`src/rtl/mips_isa_pkg.sv`:
```
// mips_isa_pkg: shared MIPS opcode/format contract between the program
// loader (encoder side) and the main control decoder (decoder side).
// Contents: 6-bit opcode constants, R-type funct constants and the 4-bit
// mnemonic codes used on the loader request interface.
package mips_isa_pkg;

  // Primary opcodes, bits 31:26 of the instruction word.
  localparam logic [5:0] OP_R    = 6'd0;
  localparam logic [5:0] OP_LW   = 6'd35;
  localparam logic [5:0] OP_SW   = 6'd43;
  localparam logic [5:0] OP_ADDI = 6'd8;
  localparam logic [5:0] OP_ANDI = 6'd12;
  localparam logic [5:0] OP_ORI  = 6'd13;
  localparam logic [5:0] OP_SLTI = 6'd10;
  localparam logic [5:0] OP_XORI = 6'd14;
  localparam logic [5:0] OP_BNE  = 6'd5;
  localparam logic [5:0] OP_J    = 6'd2;
  localparam logic [5:0] OP_JAL  = 6'd3;
  localparam logic [5:0] OP_LUI  = 6'd15;

  // R-type funct field, bits 5:0.
  localparam logic [5:0] FN_ADD = 6'd32;
  localparam logic [5:0] FN_SUB = 6'd34;
  localparam logic [5:0] FN_AND = 6'd36;
  localparam logic [5:0] FN_OR  = 6'd37;
  localparam logic [5:0] FN_SLT = 6'd42;

  // Mnemonic codes carried on the request interface.
  typedef enum logic [3:0] {
    MN_ADD  = 4'd0,
    MN_SUB  = 4'd1,
    MN_AND  = 4'd2,
    MN_OR   = 4'd3,
    MN_SLT  = 4'd4,
    MN_LW   = 4'd5,
    MN_SW   = 4'd6,
    MN_ADDI = 4'd7,
    MN_ANDI = 4'd8,
    MN_ORI  = 4'd9,
    MN_SLTI = 4'd10,
    MN_XORI = 4'd11,
    MN_BNE  = 4'd12,
    MN_J    = 4'd13,
    MN_JAL  = 4'd14,
    MN_LUI  = 4'd15
  } mnem_e;

endpackage

```
`src/rtl/inst_encode.sv`:
```
// inst_encode: combinational mnemonic-to-instruction-word encoder.
// Ports:
//   op_i     mnemonic code (mips_isa_pkg::mnem_e values)
//   rs_i, rt_i, rd_i, shamt_i  register / shift fields
//   imm_i    16-bit immediate (I-type)
//   target_i 26-bit jump target (J-type)
//   word_o   encoded 32-bit MIPS instruction
module inst_encode
  import mips_isa_pkg::*;
(
  input  logic [3:0]  op_i,
  input  logic [4:0]  rs_i,
  input  logic [4:0]  rt_i,
  input  logic [4:0]  rd_i,
  input  logic [4:0]  shamt_i,
  input  logic [15:0] imm_i,
  input  logic [25:0] target_i,
  output logic [31:0] word_o
);

  always_comb begin
    word_o = 32'd0;
    case (op_i)
      MN_ADD:  word_o = {OP_R, rs_i, rt_i, rd_i, shamt_i, FN_ADD};
      MN_SUB:  word_o = {OP_R, rs_i, rt_i, rd_i, shamt_i, FN_SUB};
      MN_AND:  word_o = {OP_R, rs_i, rt_i, rd_i, shamt_i, FN_AND};
      MN_OR:   word_o = {OP_R, rs_i, rt_i, rd_i, shamt_i, FN_OR};
      MN_SLT:  word_o = {OP_R, rs_i, rt_i, rd_i, shamt_i, FN_SLT};
      MN_LW:   word_o = {OP_LW,   rs_i, rt_i, imm_i};
      MN_SW:   word_o = {OP_SW,   rs_i, rt_i, imm_i};
      MN_ADDI: word_o = {OP_ADDI, rs_i, rt_i, imm_i};
      MN_ANDI: word_o = {OP_ANDI, rs_i, rt_i, imm_i};
      MN_ORI:  word_o = {OP_ORI,  rs_i, rt_i, imm_i};
      MN_SLTI: word_o = {OP_SLTI, rs_i, rt_i, imm_i};
      MN_XORI: word_o = {OP_XORI, rs_i, rt_i, imm_i};
      MN_BNE:  word_o = {OP_BNE,  rs_i, rt_i, imm_i};
      MN_J:    word_o = {OP_J,    target_i};
      MN_JAL:  word_o = {OP_JAL,  target_i};
      // LUI has no source register; the rs slot is forced to zero.
      MN_LUI:  word_o = {OP_LUI, 5'd0, rt_i, imm_i};
      default: word_o = 32'd0;
    endcase
  end

endmodule

```
`src/rtl/inst_encoder_loader.sv`:
```
// inst_encoder_loader: accepts mnemonic-level instruction requests over a
// valid/ready handshake, encodes each into a MIPS word and writes the words
// to instruction memory at consecutive addresses starting from 0.
// Ports:
//   clk, reset (sync, active-low)
//   Req_Valid/Req_Ready          request handshake
//   Req_Op..Req_Target, Req_Last request fields, Last marks final word
//   Start                        restart a session from DONE
//   Imem_We/Imem_Addr/Imem_Wdata instruction-memory write port (1-cycle latency)
//   Count                        words accepted this session
//   Done                         session finished and all writes issued
//   Error                        DEPTH reached without Req_Last
module inst_encoder_loader
  import mips_isa_pkg::*;
#(
  parameter int ADDR_W = 8,
  parameter int DEPTH  = 256
) (
  input  logic              clk,
  input  logic              reset,
  input  logic              Req_Valid,
  output logic              Req_Ready,
  input  logic [3:0]        Req_Op,
  input  logic [4:0]        Req_Rs,
  input  logic [4:0]        Req_Rt,
  input  logic [4:0]        Req_Rd,
  input  logic [4:0]        Req_Shamt,
  input  logic [15:0]       Req_Imm,
  input  logic [25:0]       Req_Target,
  input  logic              Req_Last,
  input  logic              Start,
  output logic              Imem_We,
  output logic [ADDR_W-1:0] Imem_Addr,
  output logic [31:0]       Imem_Wdata,
  output logic [ADDR_W:0]   Count,
  output logic              Done,
  output logic              Error
);

  localparam logic [0:0] ST_LOAD = 1'b0;
  localparam logic [0:0] ST_DONE = 1'b1;

  localparam logic [ADDR_W:0] DEPTH_C = (ADDR_W + 1)'(DEPTH);
  localparam logic [ADDR_W:0] ONE_C   = (ADDR_W + 1)'(1);

  logic [0:0]        state_q, state_d;
  logic [ADDR_W:0]   count_q, count_d;
  logic              we_q, we_d;
  logic [ADDR_W-1:0] addr_q, addr_d;
  logic [31:0]       wdata_q, wdata_d;
  logic              error_q, error_d;

  logic [31:0]       enc_word;
  logic [ADDR_W:0]   count_inc;
  logic              accept;

  inst_encode u_encode (
    .op_i     (Req_Op),
    .rs_i     (Req_Rs),
    .rt_i     (Req_Rt),
    .rd_i     (Req_Rd),
    .shamt_i  (Req_Shamt),
    .imm_i    (Req_Imm),
    .target_i (Req_Target),
    .word_o   (enc_word)
  );

  // Ready depends only on registered state so it never loops back through
  // the requester's valid logic.
  assign Req_Ready = (state_q == ST_LOAD) && (count_q < DEPTH_C);
  assign accept    = Req_Valid && Req_Ready;
  assign count_inc = count_q + ONE_C;

  always_comb begin
    state_d = state_q;
    count_d = count_q;
    we_d    = 1'b0;
    addr_d  = addr_q;
    wdata_d = wdata_q;
    error_d = error_q;
    if (accept) begin
      we_d    = 1'b1;
      addr_d  = count_q[ADDR_W-1:0];
      wdata_d = enc_word;
      count_d = count_inc;
      if (Req_Last || (count_inc == DEPTH_C)) begin
        state_d = ST_DONE;
        // A Last on the final slot is a clean finish, not an overflow.
        error_d = !Req_Last;
      end
    end else if ((state_q == ST_DONE) && Start) begin
      state_d = ST_LOAD;
      count_d = '0;
      error_d = 1'b0;
    end
  end

  always_ff @(posedge clk) begin
    if (!reset) begin
      state_q <= ST_LOAD;
      count_q <= '0;
      we_q    <= 1'b0;
      addr_q  <= '0;
      wdata_q <= 32'd0;
      error_q <= 1'b0;
    end else begin
      state_q <= state_d;
      count_q <= count_d;
      we_q    <= we_d;
      addr_q  <= addr_d;
      wdata_q <= wdata_d;
      error_q <= error_d;
    end
  end

  assign Imem_We    = we_q;
  assign Imem_Addr  = addr_q;
  assign Imem_Wdata = wdata_q;
  assign Count      = count_q;
  // Done waits for the last strobe to leave the write port.
  assign Done       = (state_q == ST_DONE) && !we_q;
  assign Error      = error_q;

endmodule

```
`config.mk`:
```
export PLATFORM = sky130hd
export DESIGN_NAME = inst_encoder_loader
export DESIGN_NICKNAME = d
export VERILOG_FILES = /design/src/rtl/mips_isa_pkg.sv /design/src/rtl/inst_encode.sv /design/src/rtl/inst_encoder_loader.sv
export SDC_FILE = /design/constraint.sdc
export NUM_CORES = 1
export LEC_CHECK = 0
export ABC_AREA = 1
export ABC_CLOCK_PERIOD_IN_PS = 1900
export CAP_MARGIN = 20
export CORE_MARGIN = 4
export CORE_UTILIZATION = 65
export CTS_BUF_LIST = sky130_fd_sc_hd__clkbuf_8
export DETAILED_ROUTE_END_ITERATION = 10
export DONT_BUFFER_PORTS = 1
export PLACE_DENSITY = 0.81
export SLEW_MARGIN = 20
export SYNTH_ARGS = -nofsm -noshare
export SYNTH_HDL_FRONTEND = slang
export SYNTH_SLANG_ARGS = --single-unit
```
`constraint.sdc`:
```
create_clock -name clk -period 1.9 [get_ports clk]
set_clock_uncertainty 0.2 [all_clocks]
set_input_delay 0.38 -clock clk [delete_from_list [all_inputs] [get_ports clk]]
set_output_delay 0.38 -clock clk [all_outputs]
set_load 0.05 [all_outputs]
```
* Word-level counts from Yosys, hierarchy flattened
Cells that the tools add are included.
** Word-level totals
- Flip-flop bits (word level) :: 52
- Input port bits :: 71
- Output and inout bits :: 53
- Word-level logic and storage cells :: 45
** Cells by class
- Add/subtract/negate cells :: 1
- Magnitude comparators :: 1
- Equality and inequality tests :: 17
- Mux-type cells :: 9
- Bitwise operators :: 1
- Reduce and logical (&&, ||, !) cells :: 10
** Operators with widths (count)
- one-hot mux 32 bit (16 select lines) :: 1
- equality test 4 bit (second input constant) :: 8
- two-way mux 9 bit :: 2
- equality test 4 x 3 -> 1 bit (second input constant) :: 4
- adder 9 x 1 -> 9 bit (second input constant) :: 1
- equality test 9 bit (second input constant) :: 1
- < comparator 9 bit (second input constant) :: 1
- equality test 4 x 2 -> 1 bit (second input constant) :: 2
- two-way mux 1 bit :: 6
- equality test 4 x 1 -> 1 bit (second input constant) :: 1
- logical AND 1 bit :: 4
- zero test 4 bit :: 1
- zero test 1 bit :: 2
- != test 2 x 1 -> 1 bit (second input constant) :: 1
- AND reduction 2 bit :: 1
- nonzero test 2 bit :: 1
- logical OR 1 bit :: 1
- inverter 1 bit :: 1

* Longest topological paths before layout
Gate-level depths: netlist of the first run.
- Depth in word-level cells :: 5
- Gate-level depth with buffers :: 13

* Cells and area by module
A second synthesis of the first run with hierarchy kept.
** Unflattened totals
- Cells, all modules :: 422
- Area, all modules :: 2726.4 µm²
** By module, submodules not included
- inst_encoder_loader :: instances 1, cells an instance 275, area each 2019.4 µm², sequential area each 1041.0 µm²
- inst_encode :: instances 1, cells an instance 147, area each 706.9 µm², sequential area each 0.0 µm²

* Least setup slack after synthesis of the first run
No wires, ideal clock.
- Path kind :: reg2reg
- Start point :: register count_q[8] (netlist: Count[8])
- End point :: register wdata_q[5] (netlist: Imem_Wdata[5])
- Arrival time :: 2.214 ns
- Required time :: 1.583 ns
- Setup slack :: -0.631 ns
- Stages on the path, launching flop included :: 8
- Path buffers :: 1
- Clock period less this slack :: 2.531 ns
- Cells stage by stage :: dfxtp_1 nor2_1 nand2_1 inv_1 clkbuf_1 nand4_1 o211ai_1 inv_1
** Between the ends
- Longest elaborated chain between the ends :: 3
** Ends and longest elaborated chain
- start: declaration :: RTL line inst_encoder_loader.sv:47 : logic [ADDR_W:0] count_q, count_d;
- start signal: assignment :: RTL line inst_encoder_loader.sv:108 : count_q <= count_d;
- < comparator 9 bit :: RTL line inst_encoder_loader.sv:70 : assign Req_Ready = (state_q == ST_LOAD) && (count_q < DEPTH_C);
- logical AND 1 bit :: RTL line inst_encoder_loader.sv:70
- via Req_Ready :: RTL line inst_encoder_loader.sv:22 : output logic Req_Ready,
- logical AND 1 bit :: RTL line inst_encoder_loader.sv:71 : assign accept = Req_Valid && Req_Ready;
- end signal: assignment :: RTL line inst_encoder_loader.sv:111 : wdata_q <= wdata_d;
- end: declaration :: RTL line inst_encoder_loader.sv:50 : logic [31:0] wdata_q, wdata_d;
The timed path passes the listed nets, and every way through them passes these cells.
A chain may end at the register's enable or synchronous reset.

* Worst setup path after layout of the first run
- Start point :: register count_q[0] (netlist: Count[0])
- End point :: register state_q
** Between the ends
- Longest elaborated chain between the ends :: 5
** Ends and longest elaborated chain
- adder 9 x 1 -> 9 bit or < comparator 9 bit (tied branches) :: RTL line inst_encoder_loader.sv:72, inst_encoder_loader.sv:70
- equality test 9 bit or logical AND 1 bit (tied branches) :: RTL line inst_encoder_loader.sv:86, inst_encoder_loader.sv:70
- logical OR 1 bit or logical AND 1 bit (tied branches) :: RTL line inst_encoder_loader.sv:86, inst_encoder_loader.sv:71
- != test 2 x 1 -> 1 bit (no line) or nonzero test 2 bit (tied branches)
- AND reduction 2 bit (no line)
- end signal: assignment :: RTL line inst_encoder_loader.sv:107 : state_q <= state_d;
- end: declaration :: RTL line inst_encoder_loader.sv:46 : logic [0:0] state_q, state_d;
Several ways; a longest one is shown, not always the timed one.

==> results of run 1 <==
## power groups by stage
| stage | clock [uW] | sequential (uW) | combinational, uW |
|---|---|---|---|
| 6_report | 743 | 1370 | 420 |
| 5_1_grt | 788 | 1380 | 464 |
| 4_1_cts | 747 | 1380 | 414 |
| 3_5_place_dp | 0 | 1400 | 409 |
| 3_3_place_gp | 0 | 1400 | 403 |
| 2_1_floorplan | 0 | 1440 | 269 |
## kinds of logic (layout without fill, tap and decap cells)
kind of cell | Yosys count | in the layout | share of synthesized area
simple gates | 206 | 206 | 0.340
compound gates | 81 | 81 | 0.178
flops | 51 | 51 | 0.391
buf+inv | 46 | 62 | 0.0762
fa+ha+maj | 2 | 2 | 0.00959
other cells | 1 | 1 | 0.00144
xor+xnor | 1 | 1 | 0.00336
## layout make-up
class | count | area, um^2 | share of cell area
Multi-Input combinational cell | 291 | 1410 | 0.482
Sequential cell | 51 | 1030 | 0.353
Timing Repair Buffer | 28 | 213 | 0.0727
Inverter | 27 | 101 | 0.0347
Clock buffer | 5 | 68.8 | 0.0235
Tap cell | 48 | 60.1 | 0.0205
Clock inverter | 2 | 37.5 | 0.0128
## worst paths after layout
path	start	endpoint	slack, ns	depth (start not counted)
worst max register to register	Count[0]$_SDFFE_PN0P_	state_q$_SDFFE_PN0P_	0.09	11
worst min register to register	Count[4]$_SDFFE_PN0P_	Count[4]$_SDFFE_PN0P_	0.32	2
worst min-delay path	reset	Imem_Addr[0]$_SDFFE_PN0P_	0.006	2
worst max-delay path	Count[0]$_SDFFE_PN0P_	state_q$_SDFFE_PN0P_	0.09	11
## through the flow
stage / hold WS (ns) / std cells / utilization / area, um^2 / TNS [ns]
global route: 0.00507 / 452 / 0.775 / 2920 / -0.0548
finish: 0.00571 / 452 / 0.775 / 2920 / 0
CTS: 0.00511 / 452 / 0.771 / 2910 / 0
global placement: 0.284 / 444 / 0.740 / 2790 / 0
detailed placement: 0.298 / 444 / 0.740 / 2790 / 0
floorplan: 0.347 / 388 / - / 2630 / 0
## per-layer routing
layer | share of wire | GRT usage
met2 | 0.48 | 0.459
met4 | 0.020 | 0.119
met5 | 0 | 0
met3 | 0.13 | 0.115
met1 | 0.37 | 0.313
## registers in the layout, summed over array words and instances (netlist names)
name and flops:
Imem_Wdata 31, Count 9, Imem_Addr 8, Error 1, Imem_We 1, state_q 1
## cell usage after synthesis
library cell	count	area share
nand3b_1	1	0.0029
nor2_1	32	0.046
a31oi_1	15	0.036
nor2_2	1	0.0024
inv_2	2	0.0029
buf_6	1	0.0043
nor2_8	2	0.015
o31ai_1	1	0.0029
dfxtp_1	51	0.39
buf_2	6	0.012
nor2_4	2	0.0086
o311ai_0	1	0.0034
nand4_1	2	0.0048
nand2_1	122	0.18
buf_4	3	0.0086
a22oi_1	5	0.014
inv_1	23	0.033
clkbuf_1	9	0.013
o211ai_1	4	0.012
o21ai_0	22	0.042
a21oi_1	29	0.056
o21a_1	1	0.0029
o22ai_1	1	0.0024
clkinv_1	2	0.0029
a32o_1	1	0.0038
conb_1	1	0.0014
nand3_1	44	0.084
xnor2_1	1	0.0034
o21ai_2	1	0.0034
ha_1	2	0.0096
## critical path, stage by stage, from the launching register on
cell,delay (ns)
dfxtp_4,0.41
ha_2,0.20
nand3_1,0.13
o21ai_0,0.17
nand2_1,0.09
nor2_1,0.12
nand3_1,0.11
nand2_2,0.09
nand2_1,0.04
o21ai_0,0.08
nand2_1,0.07
inv_1,0.05
## what timing repair did
action                                 4_1_cts  5_1_grt
hold buffers                                 1        0
endpoints found under the hold margin        3        0
gates resized for setup                      0        7
setup buffers                                0        0
setup endpoints to repair                    0       14
==> reports/results.tsv, run 1 <==
stage	metric	value	unit
sta	min Tclk post-route	1.81	ns
synth	Mapped Area	2610	um^2
power	Int Power	1660	uW
sta	RSZ-0062 raised after global routing	yes	
setup_path	CP Launch Type	register	
global_routing	vias in the first global route	2552	
cts	Num CTS Buffers	5	
sta	period utilization	0.951	
power	Clock power frac	0.293	
power	Logic pwr share	0.166	
min_path	Hold WC Path Type	in -> reg	
layout	most common cell after layout, fill and taps aside	nand2_1	
synth	Yosys warnings	0	
drt	drt first pass iters	5	
sta	Final Worst Setup Slack	0.0922	ns
drt	DRC	0	
sta	Hold Violations, Final	0	
power	peak supply drop	0.472	mV
cts	CTS tree	done	
power	total power	2540	uW
power	PD cells	868	nW/um^2
cts	H-tree depth	2	
synth	syn nets	461	
sta	fmax	553	MHz
sta	Slew headroom	0.617	
cts	CTS clock-pin slew for the worst setup and hold paths	0.09	ns
drt	via count	2663	
floorplan	Starting Density	0.692	
global_routing	Congestion Overflow GR	0	
layout	Filler cells	299	
drt	post-route ant nets	0	
power	Net Sw Frac	0.346	
layout	area grow syn2layout	12.0	%
setup_path	worst-path maximum fanout	8	
setup_path	CP endpoint kind	register	
cts	clock latency on the worst-skew pair	0.31	ns
layout	share of cells above drive strength 1	0.131	
drt	Vias/cell	5.89	
power	P_leak	0.00122	uW
sta	Finish-stage setup viols	0	
drt	total wire length	7180	um
synth	#FFs+latches synth	51	
drt	drt wl/cell	15.9	um
flow_run	Max-Cap Viols	0	
placement	DP HPWL	5350	um
layout	antenna cell count	0	
placement	gpl congestion	0.963	
setup_path	WP data required	1.96	ns
global_routing	largest net degree at the start of global routing	32	
synth	post-synthesis sequential area ratio	0.391	
floorplan	Die Y	71.4	um
cts	CTS max path bufs	2	
sta	Slew Viols, Final	0	
synth	synth unique cells	30	
power	Psw	879	uW
sta	Worst-Margin Slew	0.574	ns
floorplan	Core Area	3770	um^2
setup_path	WS Path Type	reg -> reg	
floorplan	Std-Cell Rows	22	
floorplan	I/O Pins	124	
floorplan	DIE AREA	5090	um^2
global_routing	initial antenna violation count	0	
layout	nets	477	
run_status	status	finished, final reports clean	
global_routing	first-pass GRT wire length	11300	um
cts	Clock Sinks	51	
cts	clock root buffer master	clkbuf_8	
synth	Post-Synthesis Cells	388	
power	sequential power share	0.541	
synth	Mean Syn Cell Area	6.73	um^2
layout	most frequent cells in the layout	nand2_1, dfxtp_1, nand3_1	
setup_path	critical path data arrival time	1.87	ns
placement	pre-CTS WS	0.0588	ns
placement	IO buf count	0	
floorplan	Die Wd	71.4	um
global_routing	total global routing track utilization	0.277	
drt	Starting DRT DRC Count	233	
No activity file was read; power rests on OpenSTA's default activity.
==> run 2, diff against run 1 <==
SLEW_MARGIN = default   (was 20)
==> results of run 2 <==
The final DEF is identical to that of run 1; final timing and power are the same.
